`src/rtl/wb_queue.sv`:
```
// Write-back queue: buffers long-latency results and drains them into the single
// register-file write port when the pipeline is idle. Optional macro: WBQ_BYPASS_EN.
module wb_queue #(
  parameter int DEPTH = 4,
  parameter int DW    = 32
) (
  input  logic                     clk_i,
  input  logic                     rst_i,
  input  logic                     req_valid_i,
  output logic                     req_ready_o,
  input  logic [4:0]               req_addr_i,
  input  logic [DW-1:0]            req_data_i,
  input  logic                     pipe_wren_i,
  output logic                     RegWEn_o,
  output logic [4:0]               rsW_o,
  output logic [DW-1:0]            dataW_o,
  input  logic [4:0]               rs1_i,
  input  logic [4:0]               rs2_i,
  output logic                     rs1_pend_o,
  output logic                     rs2_pend_o,
  output logic [$clog2(DEPTH):0]   count_o,
  output logic                     empty_o,
  output logic                     full_o
);

  localparam int AW = $clog2(DEPTH);
  localparam int PW = AW + 1;

  logic [4:0]      mem_addr_r [DEPTH];
  logic [DW-1:0]   mem_data_r [DEPTH];
  logic [DEPTH-1:0] valid_r;
  logic [PW-1:0]   wr_ptr_r;
  logic [PW-1:0]   rd_ptr_r;

  logic            empty_s;
  logic            full_s;
  logic            push_acc_s;
  logic            store_s;
  logic            pop_s;
  logic            byp_s;
  logic [AW-1:0]   wr_idx_s;
  logic [AW-1:0]   rd_idx_s;

  assign wr_idx_s   = wr_ptr_r[AW-1:0];
  assign rd_idx_s   = rd_ptr_r[AW-1:0];
  assign empty_s    = (wr_ptr_r == rd_ptr_r);
  assign full_s     = (wr_ptr_r[AW] != rd_ptr_r[AW]) && (wr_idx_s == rd_idx_s);
  assign push_acc_s = req_valid_i && !full_s;
  assign pop_s      = !empty_s && !pipe_wren_i;

`ifdef WBQ_BYPASS_EN
  // An idle queue hands a fresh result straight to the write port.
  assign byp_s = empty_s && !pipe_wren_i && req_valid_i && (req_addr_i != 5'd0);
`else
  assign byp_s = 1'b0;
`endif

  // x0 results complete the handshake but are dropped.
  assign store_s = push_acc_s && (req_addr_i != 5'd0) && !byp_s;

  assign req_ready_o = !full_s;
  assign empty_o     = empty_s;
  assign full_o      = full_s;
  assign count_o     = wr_ptr_r - rd_ptr_r;
  assign RegWEn_o    = pop_s || byp_s;

  // Pointer and valid-bit state.
  always_ff @(posedge clk_i or posedge rst_i) begin
    if (rst_i) begin
      wr_ptr_r <= {PW{1'b0}};
      rd_ptr_r <= {PW{1'b0}};
      valid_r  <= {DEPTH{1'b0}};
    end else begin
      if (store_s) begin
        wr_ptr_r          <= wr_ptr_r + {{AW{1'b0}}, 1'b1};
        valid_r[wr_idx_s] <= 1'b1;
      end
      if (pop_s) begin
        rd_ptr_r          <= rd_ptr_r + {{AW{1'b0}}, 1'b1};
        valid_r[rd_idx_s] <= 1'b0;
      end
    end
  end

  // Entry payload storage; contents are only observed through valid_r or the head.
  always_ff @(posedge clk_i) begin
    if (store_s) begin
      mem_addr_r[wr_idx_s] <= req_addr_i;
      mem_data_r[wr_idx_s] <= req_data_i;
    end
  end

  // Write-port mux: head entry, bypassed request, or zeros when idle.
  always_comb begin
    rsW_o   = 5'd0;
    dataW_o = {DW{1'b0}};
    if (pop_s) begin
      rsW_o   = mem_addr_r[rd_idx_s];
      dataW_o = mem_data_r[rd_idx_s];
    end else if (byp_s) begin
      rsW_o   = req_addr_i;
      dataW_o = req_data_i;
    end else begin
      rsW_o   = 5'd0;
      dataW_o = {DW{1'b0}};
    end
  end

  // Hazard flags over every occupied entry, including the head being written.
  always_comb begin
    rs1_pend_o = 1'b0;
    rs2_pend_o = 1'b0;
    for (int i = 0; i < DEPTH; i++) begin
      if (valid_r[i] && (rs1_i != 5'd0) && (mem_addr_r[i] == rs1_i)) begin
        rs1_pend_o = 1'b1;
      end else begin
        rs1_pend_o = rs1_pend_o;
      end
      if (valid_r[i] && (rs2_i != 5'd0) && (mem_addr_r[i] == rs2_i)) begin
        rs2_pend_o = 1'b1;
      end else begin
        rs2_pend_o = rs2_pend_o;
      end
    end
  end

endmodule

```
`config.mk`:
```
export PLATFORM = sky130hd
export DESIGN_NAME = wb_queue
export DESIGN_NICKNAME = d
export VERILOG_FILES = /design/src/rtl/wb_queue.sv
export SDC_FILE = /design/constraint.sdc
export NUM_CORES = 1
export LEC_CHECK = 0
export CAP_MARGIN = 20
export CORE_MARGIN = 2
export CORE_UTILIZATION = 50
export CTS_BUF_LIST = sky130_fd_sc_hd__clkbuf_16
export CTS_CLUSTER_DIAMETER = 80
export CTS_CLUSTER_SIZE = 20
export DETAILED_ROUTE_END_ITERATION = 10
export PLACE_DENSITY = 0.74
export SETUP_SLACK_MARGIN = 0.15
export SLEW_MARGIN = 20
export SYNTH_ARGS = -nofsm -noshare
export SYNTH_HDL_FRONTEND = slang
export SYNTH_SLANG_ARGS = --single-unit
```
`constraint.sdc`:
```
create_clock -name clk_i -period 8 [get_ports clk_i]
set_input_delay 1.6 -clock clk_i [delete_from_list [all_inputs] [get_ports clk_i]]
set_output_delay 1.6 -clock clk_i [all_outputs]
set_load 0.005 [all_outputs]
```
Word-level counts from Yosys, hierarchy flattened
Memories as Yosys holds them, arrays and structs flattened.
Cells that the tools add are included.
{"block": "classes", "n_addsub": 3, "order_cmp": 4, "muxes": 18, "n_eq_ne": 11, "n_reduce_logical": 28, "n_bitwise": 3}
{"cell": "$eq 5x5->1", "n": 8}
{"cell": "$mux 32", "n": 1}
{"cell": "$logic_and 1x1->1", "n": 22}
{"cell": "$reduce_bool 5->1", "n": 3}
{"cell": "$mux 1", "n": 12}
{"cell": "$mux 4", "n": 2}
{"cell": "$add 3x1->3 const B", "n": 2}
{"cell": "$lt 2x3->1 const B", "n": 2}
{"cell": "$mux 5", "n": 1}
{"cell": "$and 4x4->4", "n": 1}
{"cell": "$demux 1 s2", "n": 2}
{"cell": "$ge 2x1->1 const B", "n": 2}
{"cell": "$not 4->4", "n": 1}
{"cell": "$or 4x4->4", "n": 1}
{"cell": "$eq 3x3->1", "n": 1}
{"cell": "$logic_not 1->1", "n": 3}
{"cell": "$sub 3x3->3", "n": 1}
{"cell": "$eq 2x2->1", "n": 1}
{"cell": "$ne 1x1->1", "n": 1}
{"block": "word_totals", "mem_count": 2, "wordCells": 72, "register_bits": 10, "in_bits": 51, "out_inout_bits": 46, "mem_bits_rw": 148}
{"memory": "mem_data_r", "words": 4, "word_bits": 32, "read_ports": 1, "rd_clocked_by_memory_dff": 0, "wr": 1, "line_no": "30", "source": "logic [DW-1:0] mem_data_r [DEPTH];"}
{"memory": "mem_addr_r", "words": 4, "word_bits": 5, "read_ports": 5, "rd_clocked_by_memory_dff": 0, "wr": 1, "line_no": "29", "source": "logic [4:0] mem_addr_r [DEPTH];"}

Logic depth before layout (Yosys ltp)
Gate-level depths: netlist of the first run.
{"block": "depth", "word_depth": 8, "depth_mapped": 10, "ltp_nobuf": 7}

Least setup slack after synthesis of the first run
OpenSTA, ideal clock, no wires.
{"block": "synth_path", "kind": "input to output", "from": "input rs1_i[2]", "to": "output rs1_pend_o", "path_slack_ns": 3.925, "stages": 6, "t_arrival_ns": 2.475, "path_buffers": 1, "required_ns": 6.400, "cell_sequence": "clkbuf_1 -> xor2_1 -> nor4_1 -> nand3_1 -> nand4_1 -> o21a_1"}
{"block": "synth_via", "elab_chain_len": 7, "elab_cells_between_ends": 17, "classes_between": "eq/ne: 4; mux: 4; reduce/logical: 9"}
{"item": "from (decl)", "line_no": "17", "source": "input logic [4:0] rs1_i,"}
{"item": "$reduce_bool 5->1", "line_no": "114", "source": "if (valid_r[i] && (rs1_i != 5'd0) && (mem_addr_r[i] == rs1_i)) begin"}
{"item": "$logic_and 1x1->1 (2 in a row)", "line_no": "114"}
{"item": "$mux 1 (3 in a row)", "line_no": "114"}
{"item": "$mux 1 *", "line_no": "114"}
{"item": "to (decl)", "line_no": "19", "source": "output logic rs1_pend_o,"}
Mark *: on every way between the ends. The rest lies on a longest branch, timed or not.

Final worst setup path of the first run
{"block": "layout_path", "from": "register rd_ptr_r[1]", "to": "output dataW_o[14]"}
{"block": "layout_via", "elab_chain_len": 4, "elab_cells_between_ends": 5, "classes_between": "eq/ne: 1; mux: 1; reduce/logical: 2; memory: 1"}
{"item": "from (decl)", "line_no": "33", "source": "logic [PW-1:0] rd_ptr_r;"}
{"item": "from (signal assigned)", "line_no": "71", "source": "rd_ptr_r <= {PW{1'b0}};"}
{"item": "from (signal assigned)", "line_no": "79", "source": "rd_ptr_r <= rd_ptr_r + {{AW{1'b0}}, 1'b1};"}
{"item": "$eq 3x3->1", "line_no": "46", "source": "assign empty_s = (wr_ptr_r == rd_ptr_r);"}
{"item": "$logic_not 1->1", "line_no": "49", "source": "assign pop_s = !empty_s && !pipe_wren_i;"}
{"item": "$logic_and 1x1->1", "line_no": "49"}
{"item": "$mux 32 *", "line_no": "97", "source": "if (pop_s) begin"}
{"item": "to (decl)", "line_no": "16", "source": "output logic [DW-1:0] dataW_o,"}
Marks and branches as above.

==> flow_summary.ini, run 1 <==
[clock_tree]
h-tree-depth = 4
insertion_delay_ps = 420
numCtsBuffers = 17
cts_tree = yes
postCtsSetupRepairBufs = 0
clock-sinks = 158
root_buffer = clkbuf_16
cts-hold-fix-buffers = 0
cts.path.max_buffers = 2
clkSlewWorstSetupHoldPaths_ps = 60
cts_resized = 0

[synthesis]
synth_fp_nets = 422
synthCells = 360
syn_area_mm2 = 0.006713
synth_flop_cell = edfxtp_1
ys_async_sr_fraction_pct = 6.329
ys_types = 28
synth_enable_flop_cells = 148
avgSynthCellArea_um2 = 18.65
yosysWarningCount = 0
synth-seq-area-share_pct = 69.93
ys_ff_latch = 158

[timing]
hold_violations = 0
period_share_pct = 67.68
maxSlewHeadroom_pct = 28.17
rsz0062_at_grt = false
finalSetupViolCount = 0
whs_ps = 487.5
tightest_slew_ps = 1077
fin_tns_setup_ps = 0
final.setup.worst_slack_ps = 2586
clock_skew_ps = 28.17
slew_viol_final = 0
period_minus_slack_ps = 5414
max_freq_mhz = 184.7

[global_route]
grt_pass1_vias = 3594
grt_first_pass_wirelength_um = 20010
antenna_found_initial = 0
grt_max_degree = 46
grt-ovfl-total = 0
gr-usage-all-layers_pct = 19.00

[drt]
ant_nets = 0
viasPerCell = 5.407
wl_um = 12720
wl_per_cell_um = 19.82
drt_iter0_markers = 203
firstDrtPassIters = 4
via_count = 3471
drc = 0

[placement]
pre_cts_ws_ps = 2677
dp_hpwl_um = 7572
place_congestion = 0.8589
io_buffers = 96
dpl_cell_area_mm2 = 0.007799

[die]
rows = 42
dieHeight_um = 119.9
initial_core_util_pct = 50.89
coreArea_mm2 = 0.01319
io_pins = 97
fp.dieW_um = 119.9
die_area_mm2 = 0.01437

[finish]
area_delta_synth_final_pct = 24.36
nets = 517
n_antenna_cell = 0
final_layout_size_suffix_gt1_share_pct = 15.67
final_design_area_no_fill_mm2 = 0.008348

[power_and_ir_drop]
p_per_area_mw_per_mm2 = 354.2
p_total_mw = 2.957
cellLeakagePower_nw = 2.815
irDropWorstVdd_uv = 197.8

[critical_path]
cp.arrival_ps = 3810
critPathMaxFanout = 45
worstPathRequired_ps = 6400
end_kind = primary output
path_class = register to primary output
worstSetupStartpointType = register

[run]
maxCapViolCount = 0

[hold_path]
hp-class = register to register

[status]
status = finished clean
[cell type report]
| type | instances | area, um2 |
|---|---|---|
| sequential | 158 | 4697 |
| inverter | 8 | 30.03 |
| clock inverter | 13 | 102.6 |
| timing repair buffer | 98 | 988.4 |
| clock buffer | 17 | 425.4 |
| tap | 176 | 220.2 |
| multi-input combinational | 172 | 1884 |
| fill | 924 | 4842 |
[critical path: stages, from the launching register on]
cell and delay (ps):
dfrtp_2 1080, inv_1 250, ha_1 370, nand2_1 70
nor2_1 70, nor2_4 760, and2_1 290, clkdlybuf4s50_1 510
[layer usage]
metal  up-vias  global-route usage, %  share of wire [%]  wire, um
met5         -                      0                  0         0
met4         0                  5.515               0.55        70
met3         5                  6.084                5.3       679
met2        99                  30.64                 50      6349
met1      1789                  25.04                 44      5623
li1       1578                      -                  -         -
[sequential cells by signal, indices dropped and copies added (netlist names)]
register and count:
mem_data_r 128, mem_addr_r 20, valid_r 4, rd_ptr_r 3
wr_ptr_r 3
[cells by family (layout without fill, tap and decap cells)]
family,count (synthesis),count (layout),share of synthesized area (%)
AOI/OAI and AO/OA,9,9,1.193
xor gates and xnor gates,46,46,6.002
adders and majority gates,11,11,2.162
buffers and inverters,30,136,2.013
DFF,158,158,69.93
muxes,37,37,12.41
and+or+nand+nor,69,69,6.281
[power breakdown]
group	leakage, nW	internal [mW]	switching [mW]
clock network	0.254	0.419	0.298
logic	1.09	0.577	0.430
registers	1.47	1.12	0.112
[worst paths after layout]
| kind | endpoint | cells after the start | slack (ps) | startpoint |
|---|---|---|---|---|
| hold / removal | wr_ptr_r[2]$_DFFE_PP0N_ | 1 | 490 | wr_ptr_r[2]$_DFFE_PP0N_ |
| setup reg to reg | mem_data_r[2][26]$_DFFE_PP_ | 5 | 4640 | rd_ptr_r[1]$_DFFE_PP0P_ |
| min in group asynchronous | wr_ptr_r[0]$_DFFE_PP0N_ | 2 | 1480 | rst_i |
| max in group asynchronous | rd_ptr_r[1]$_DFFE_PP0P_ | 2 | 6200 | rst_i |
| setup / recovery | dataW_o[14] | 7 | 2590 | rd_ptr_r[1]$_DFFE_PP0P_ |
| hold reg to reg | wr_ptr_r[2]$_DFFE_PP0N_ | 1 | 490 | wr_ptr_r[2]$_DFFE_PP0N_ |
[placed cells by master (no fill, tap or decap), types with 2 or more instances in the layout]
cell and instances:
edfxtp_1 148, clkdlybuf4s50_1 96, mux4_2 37, and2_1 37, xor2_1 35, clkbuf_16 17, xnor2_1 11, inv_1 10
ha_1 10, nand3_1 9, nor4_1 8, dfrtp_1 8, nand2_1 4, clkinvlp_4 4, a2bb2oi_1 3, o21a_1 3
o21ai_0 2, and2_2 2, and2_4 2, or4_1 2, nand4_1 2, clkinv_1 2, clkinv_2 2, dfrtp_2 2
[metrics by stage]
step           util, %  std cells
3_5_place_dp     59.13        611
2_1_floorplan        -        360
5_1_grt          63.29        642
4_1_cts          63.13        641
6_report         63.29        642
3_3_place_gp     59.13        611
[synthesized netlist by cell type, types with 2 or more instances]
cell | count | area share, %
nand3_1 | 9 | 0.67
edfxtp_1 | 148 | 66
or4_1 | 2 | 0.22
nor4_1 | 8 | 0.75
a2bb2oi_1 | 3 | 0.39
ha_1 | 10 | 1.9
mux4_2 | 37 | 12
nand4_1 | 2 | 0.19
xor2_1 | 35 | 4.6
dfrtp_1 | 10 | 3.7
buf_2 | 3 | 0.22
xnor2_1 | 11 | 1.4
clkbuf_1 | 13 | 0.73
o21a_1 | 3 | 0.34
inv_1 | 8 | 0.45
o21ai_0 | 2 | 0.15
and2_1 | 37 | 3.4
buf_1 | 2 | 0.11
buf_4 | 3 | 0.34
nand2_1 | 4 | 0.22
and2_2 | 3 | 0.34
Power figures use the tool's default switching activity.
==> inputs of run 2 (changes only) <==
--- a/config.mk
+++ b/config.mk
@@ -7,12 +7,12 @@
 export LEC_CHECK = 0
 export CAP_MARGIN = 20
 export CORE_MARGIN = 2
-export CORE_UTILIZATION = 50
+export CORE_UTILIZATION = 49
 export CTS_BUF_LIST = sky130_fd_sc_hd__clkbuf_16
 export CTS_CLUSTER_DIAMETER = 80
 export CTS_CLUSTER_SIZE = 20
 export DETAILED_ROUTE_END_ITERATION = 10
-export PLACE_DENSITY = 0.74
+export PLACE_DENSITY = 0.76
 export SETUP_SLACK_MARGIN = 0.15
 export SLEW_MARGIN = 20
 export SYNTH_ARGS = -nofsm -noshare
==> constraint.sdc (replaced) <==
create_clock -name clk_i -period 4.48 [get_ports clk_i]
set_input_delay 0.896 -clock clk_i [delete_from_list [all_inputs] [get_ports clk_i]]
set_output_delay 0.896 -clock clk_i [all_outputs]
set_load 0.005 [all_outputs]
==> flow_summary.ini, run 2 (same netlist as run 1, synthesis figures left out) <==
[finish]
final_cells = 644
layout_commonest_cell = edfxtp_1
n_antenna_cell = 0
regMostFlops = mem_data_r
area_delta_synth_final_pct = 25.41
final_layout_size_suffix_gt1_share_pct = 16.03
nets = 518
largest_register_ffs = 128
reg_top3 = mem_data_r (128), mem_addr_r (20), valid_r (4)
final_cell_mix = edfxtp_1, clkdlybuf4s50_1, mux4_2, and2_1, xor2_1

[critical_path]
worst_path_most_repeated_cell = clkdlybuf4s50_1
critPathMaxFanout = 5
path_delay_family = buffers and inverters
worstReg2RegStart = wr_ptr_r[0]$_DFFE_PP0N_
path_class = input port to primary output
path_depth = 7
reg2reg_slack_ps = 1940
crit_end = rs1_pend_o
crit_chain = clkdlybuf4s50_1, xor2_1, nor4_1, nand3_1, nand4_1, o21a_1, clkdlybuf4s50_1
cp.arrival_ps = 2910
worstPathRequired_ps = 3580
r2r_cells = 5
startpoint = rs1_i[2]
crit_slowest_cell = clkdlybuf4s50_1
crit_buf_inv = 2
r2r_end = mem_data_r[2][3]$_DFFE_PP_
worstSetupStartpointType = input port
slowest_delay_ps = 530
end_kind = primary output

[timing]
maxSlewHeadroom_pct = 28.71
period_minus_slack_ps = 3804
rsz0062_at_grt = false
tightest_slew_ps = 1069
finalSetupViolCount = 0
slew_viol_final = 0
hold_violations = 0
max_freq_mhz = 262.9
fin_tns_setup_ps = 0
clock_skew_ps = 9.959
period_share_pct = 84.90

[drt]
ant_nets = 0
via_count = 3412
viasPerCell = 5.298
wl_um = 12830
drc = 0
firstDrtPassIters = 6
drt_iter0_markers = 206
wl_per_cell_um = 19.93

[clock_tree]
cts-hold-fix-buffers = 0
insertion_delay_ps = 410
root_buffer = clkbuf_16
clock-sinks = 158
numCtsBuffers = 17
clkSlewWorstSetupHoldPaths_ps = 60
postCtsSetupRepairBufs = 0
cts_tree = yes
cts_resized = 0
h-tree-depth = 4
cts.path.max_buffers = 2

[die]
fp.dieW_um = 121.0
rows = 42
io_pins = 97
dieHeight_um = 121.0
die_area_mm2 = 0.01465
coreArea_mm2 = 0.01330
initial_core_util_pct = 50.49

[global_route]
gr-usage-all-layers_pct = 18.60
grt_max_degree = 46
antenna_found_initial = 0
grt_pass1_vias = 3683
grt-ovfl-total = 0
grt_first_pass_wirelength_um = 20160

[status]
status = finished clean

[placement]
dp.cells = 613
io_buffers = 96
dp_hpwl_um = 7621
place_congestion = 0.8313

[power_and_ir_drop]
irDropWorstVdd_uv = 353.7
switchingPower_mw = 1.511
switching_share_pct = 27.66
combPwrFrac_pct = 34.5
p_per_area_mw_per_mm2 = 648.9
seq_power_share_pct = 39.1
power_frac_clock_pct = 26.5
p_int_mw = 3.951
cellLeakagePower_nw = 2.863

[run]
maxCapViolCount = 0

[hold_path]
hp-class = register to register
run 2: final cells by class:
type | count | area [um2]
Timing Repair Buffer | 99 | 983.4
Tap cell | 176 | 220.2
Fill cell | 961 | 4877
Clock buffer | 17 | 425.4
Clock inverter | 14 | 177.7
Multi-Input combinational cell | 172 | 1884
Inverter | 8 | 30.03
Sequential cell | 158 | 4697
run 2: worst min-delay path by stage:
stage / endpoint / startpoint / slack, ps / cells after the start
after global routing: wr_ptr_r[2]$_DFFE_PP0N_ / wr_ptr_r[2]$_DFFE_PP0N_ / 520 / 1
after detailed placement: wr_ptr_r[2]$_DFFE_PP0N_ / wr_ptr_r[2]$_DFFE_PP0N_ / 480 / 1
after floorplan: wr_ptr_r[2]$_DFFE_PP0N_ / wr_ptr_r[2]$_DFFE_PP0N_ / 460 / 1
after global placement: wr_ptr_r[2]$_DFFE_PP0N_ / wr_ptr_r[2]$_DFFE_PP0N_ / 480 / 1
final: wr_ptr_r[2]$_DFFE_PP0N_ / wr_ptr_r[2]$_DFFE_PP0N_ / 490 / 1
after CTS: wr_ptr_r[2]$_DFFE_PP0N_ / wr_ptr_r[2]$_DFFE_PP0N_ / 490 / 1
run 2: per-layer routing:
metal | vias to the layer above | track usage [%] | routed length (um)
met5 | - | 0 | 0
met4 | 0 | 4.724 | 77
met3 | 9 | 5.122 | 671
met2 | 100 | 30.58 | 6376
met1 | 1729 | 24.74 | 5707
li1 | 1574 | - | -
run 2: power by group through the flow:
stage	logic [mW]	clock network (mW)	registers, mW
2_1_floorplan	1.11	0	2.12
3_3_place_gp	1.90	0	2.15
3_5_place_dp	1.90	0	2.17
4_1_cts	1.92	1.47	2.14
5_1_grt	2.05	1.52	2.17
6_report	1.88	1.45	2.13
run 2: metrics by stage:
stage | total power [mW] | instance area (um2) | hold WS [ps] | setup slack, ps | utilization (%)
2_1_floorplan | 3.228 | 6713 | 460.4 | 1712 | -
3_3_place_gp | 4.050 | 7814 | 476.6 | 614.7 | 58.77
3_5_place_dp | 4.068 | 7814 | 482.4 | 713.8 | 58.77
4_1_cts | 5.530 | 8417 | 490.0 | 701.3 | 63.31
5_1_grt | 5.738 | 8418 | 518.5 | 555.9 | 63.32
6_report | 5.463 | 8418 | 488.9 | 676.3 | 63.32
==> inputs of run 3 (changes only) <==
==> constraint.sdc (replaced) <==
create_clock -name clk_i -period 3.1 [get_ports clk_i]
set_input_delay 0.62 -clock clk_i [delete_from_list [all_inputs] [get_ports clk_i]]
set_output_delay 0.62 -clock clk_i [all_outputs]
set_load 0.005 [all_outputs]
==> flow_summary.ini, run 3 (same netlist as run 1, synthesis figures left out) <==
[clock_tree]
clkSlewWorstSetupHoldPaths_ps = 60
cts.path.max_buffers = 2
cts_tree = yes
insertion_delay_ps = 410
h-tree-depth = 4
cts-hold-fix-buffers = 0
root_buffer = clkbuf_16
clock-sinks = 158
numCtsBuffers = 17

[drt]
drc = 0
firstDrtPassIters = 4
wl_um = 14260
via_count = 3622
ant_nets = 0
viasPerCell = 5.342
wl_per_cell_um = 21.03
drt_iter0_markers = 260

[critical_path]
critPathMaxFanout = 11
path_class = register to primary output
worstSetupStartpointType = register
worstPathRequired_ps = 2480
end_kind = primary output
cp.arrival_ps = 2360

[placement]
dp_hpwl_um = 8192
io_buffers = 96
place_congestion = 0.8517
pre_cts_ws_ps = -127.6
dpl_cell_area_mm2 = 0.007919
dp.cells = 622

[timing]
maxSlewHeadroom_pct = 58.75
whs_ps = 501.8
hold_violations = 0
period_minus_slack_ps = 2976
max_freq_mhz = 336.0
finalSetupViolCount = 0
rsz0062_at_grt = true
clock_skew_ps = 10.97
final.setup.worst_slack_ps = 124.1
slew_viol_final = 0
period_share_pct = 96.00
tightest_slew_ps = 618.8

[finish]
final_design_area_no_fill_mm2 = 0.008892
reg_top3 = mem_data_r (128), mem_addr_r (20), valid_r (4)
area_delta_synth_final_pct = 32.47
fillers = 871
layout_commonest_cell = edfxtp_1
final_cell_mix = edfxtp_1, clkdlybuf4s50_1, mux4_2, and2_1, xor2_1
regMostFlops = mem_data_r
largest_register_ffs = 128
final_cells = 678
n_antenna_cell = 0
final_layout_size_suffix_gt1_share_pct = 25.10
nets = 551

[global_route]
met3_usage_pct = 5.169
grt_max_degree = 41
grt_util_met2_pct = 31.71
grt_first_pass_wirelength_um = 20960
antenna_found_initial = 0
grt-ovfl-total = 0
gr-usage-all-layers_pct = 19.60
grt_pass1_vias = 3796
grt-busiest-layer = met2
gr-usage-met1_pct = 25.67

[power_and_ir_drop]
irDropWorstVdd_uv = 500.1
p_per_area_mw_per_mm2 = 948.5
cellLeakagePower_nw = 3.285

[die]
io_pins = 97
coreArea_mm2 = 0.01330
initial_core_util_pct = 50.49
die_area_mm2 = 0.01465
rows = 42
dieHeight_um = 121.0
fp.dieW_um = 121.0

[status]
status = finished clean

[hold_path]
hp-class = input port to asynchronous set/reset pin

[run]
maxCapViolCount = 0
==> run 3: changes by cell type in the layout (fill, tap and decap cells not counted), moves of 3 or more <==
cell	previous run	this run
clkdlybuf4s50_1	96	65
buf_4	3	23
dlygate4sd2_1	0	15
dlymetal6s2s_1	0	12
buf_12	0	6
inv_1	11	6
clkbuf_16	17	21
nor4_1	8	4
nor4_2	0	4
clkbuf_2	0	3
clkinv_4	1	4
==> run 3: worst max-delay path, cell delays in order (launching register included) <==
cell and delay [ps]:
dfrtp_1 440, ha_4 300, nand2_2 60, nor2_4 130
nor2_4 50, buf_12 130, buf_4 130, buf_12 120
buf_16 130, clkdlybuf4s50_1 440
==> run 3: cell type report <==
cell class | instances | area [um2] | area share [%]
Tap cell | 176 | 220.2 | 2.476
Multi-Input combinational cell | 172 | 1956 | 21.99
Clock inverter | 15 | 161.4 | 1.815
Timing Repair Buffer | 132 | 1400 | 15.75
Sequential cell | 158 | 4697 | 52.82
Clock buffer | 17 | 425.4 | 4.784
Inverter | 8 | 32.53 | 0.3658
==> run 3: stage by stage <==
step                      util [%]  setup TNS (ps)  power [mW]
final                        66.88               0       8.434
after global routing         66.88               0       8.837
after CTS                    64.81               0       8.156
after detailed placement     59.56          -212.2       5.983
after global placement       59.56          -319.7       5.943
after floorplan                  -               0       4.665
==> run 3: per-layer routing <==
layer	part of all wire, %	vias up
li1	-	1651
met1	43	1834
met2	50	121
met3	5.9	16
met4	1.3	0
met5	0	-
==> run 3: path summary, 6_finish.rpt <==
check / start / to / slack, ps / cells past startpoint
setup / recovery: wr_ptr_r[1]$_DFFE_PP0N_ / RegWEn_o / 120 / 9
hold / removal: rst_i / wr_ptr_r[2]$_DFFE_PP0N_ / 500 / 2
setup reg to reg: wr_ptr_r[0]$_DFFE_PP0N_ / mem_data_r[3][13]$_DFFE_PP_ / 1020 / 5
hold reg to reg: valid_r[3]$_DFF_PP0_ / valid_r[3]$_DFF_PP0_ / 530 / 1
max in group asynchronous: rst_i / rd_ptr_r[1]$_DFFE_PP0P_ / 2270 / 2
min in group clk_i: valid_r[3]$_DFF_PP0_ / valid_r[3]$_DFF_PP0_ / 530 / 1
==> run 3: report_power, final <==
group	total, mW	internal, mW	leakage [nW]	switching, mW
clock network	2.03	1.20	0.280	0.833
logic	3.31	1.88	1.53	1.43
registers	3.10	2.89	1.47	0.207
total	8.43	5.96	3.29	2.47
==> run 3: timing repair <==
item | in CTS | in global routing
pin swaps | 2 | 7
setup buffers | 5 | 14
gates cloned | 1 | 4
setup endpoints to repair | 41 | 29
gates resized for setup | 31 | 25
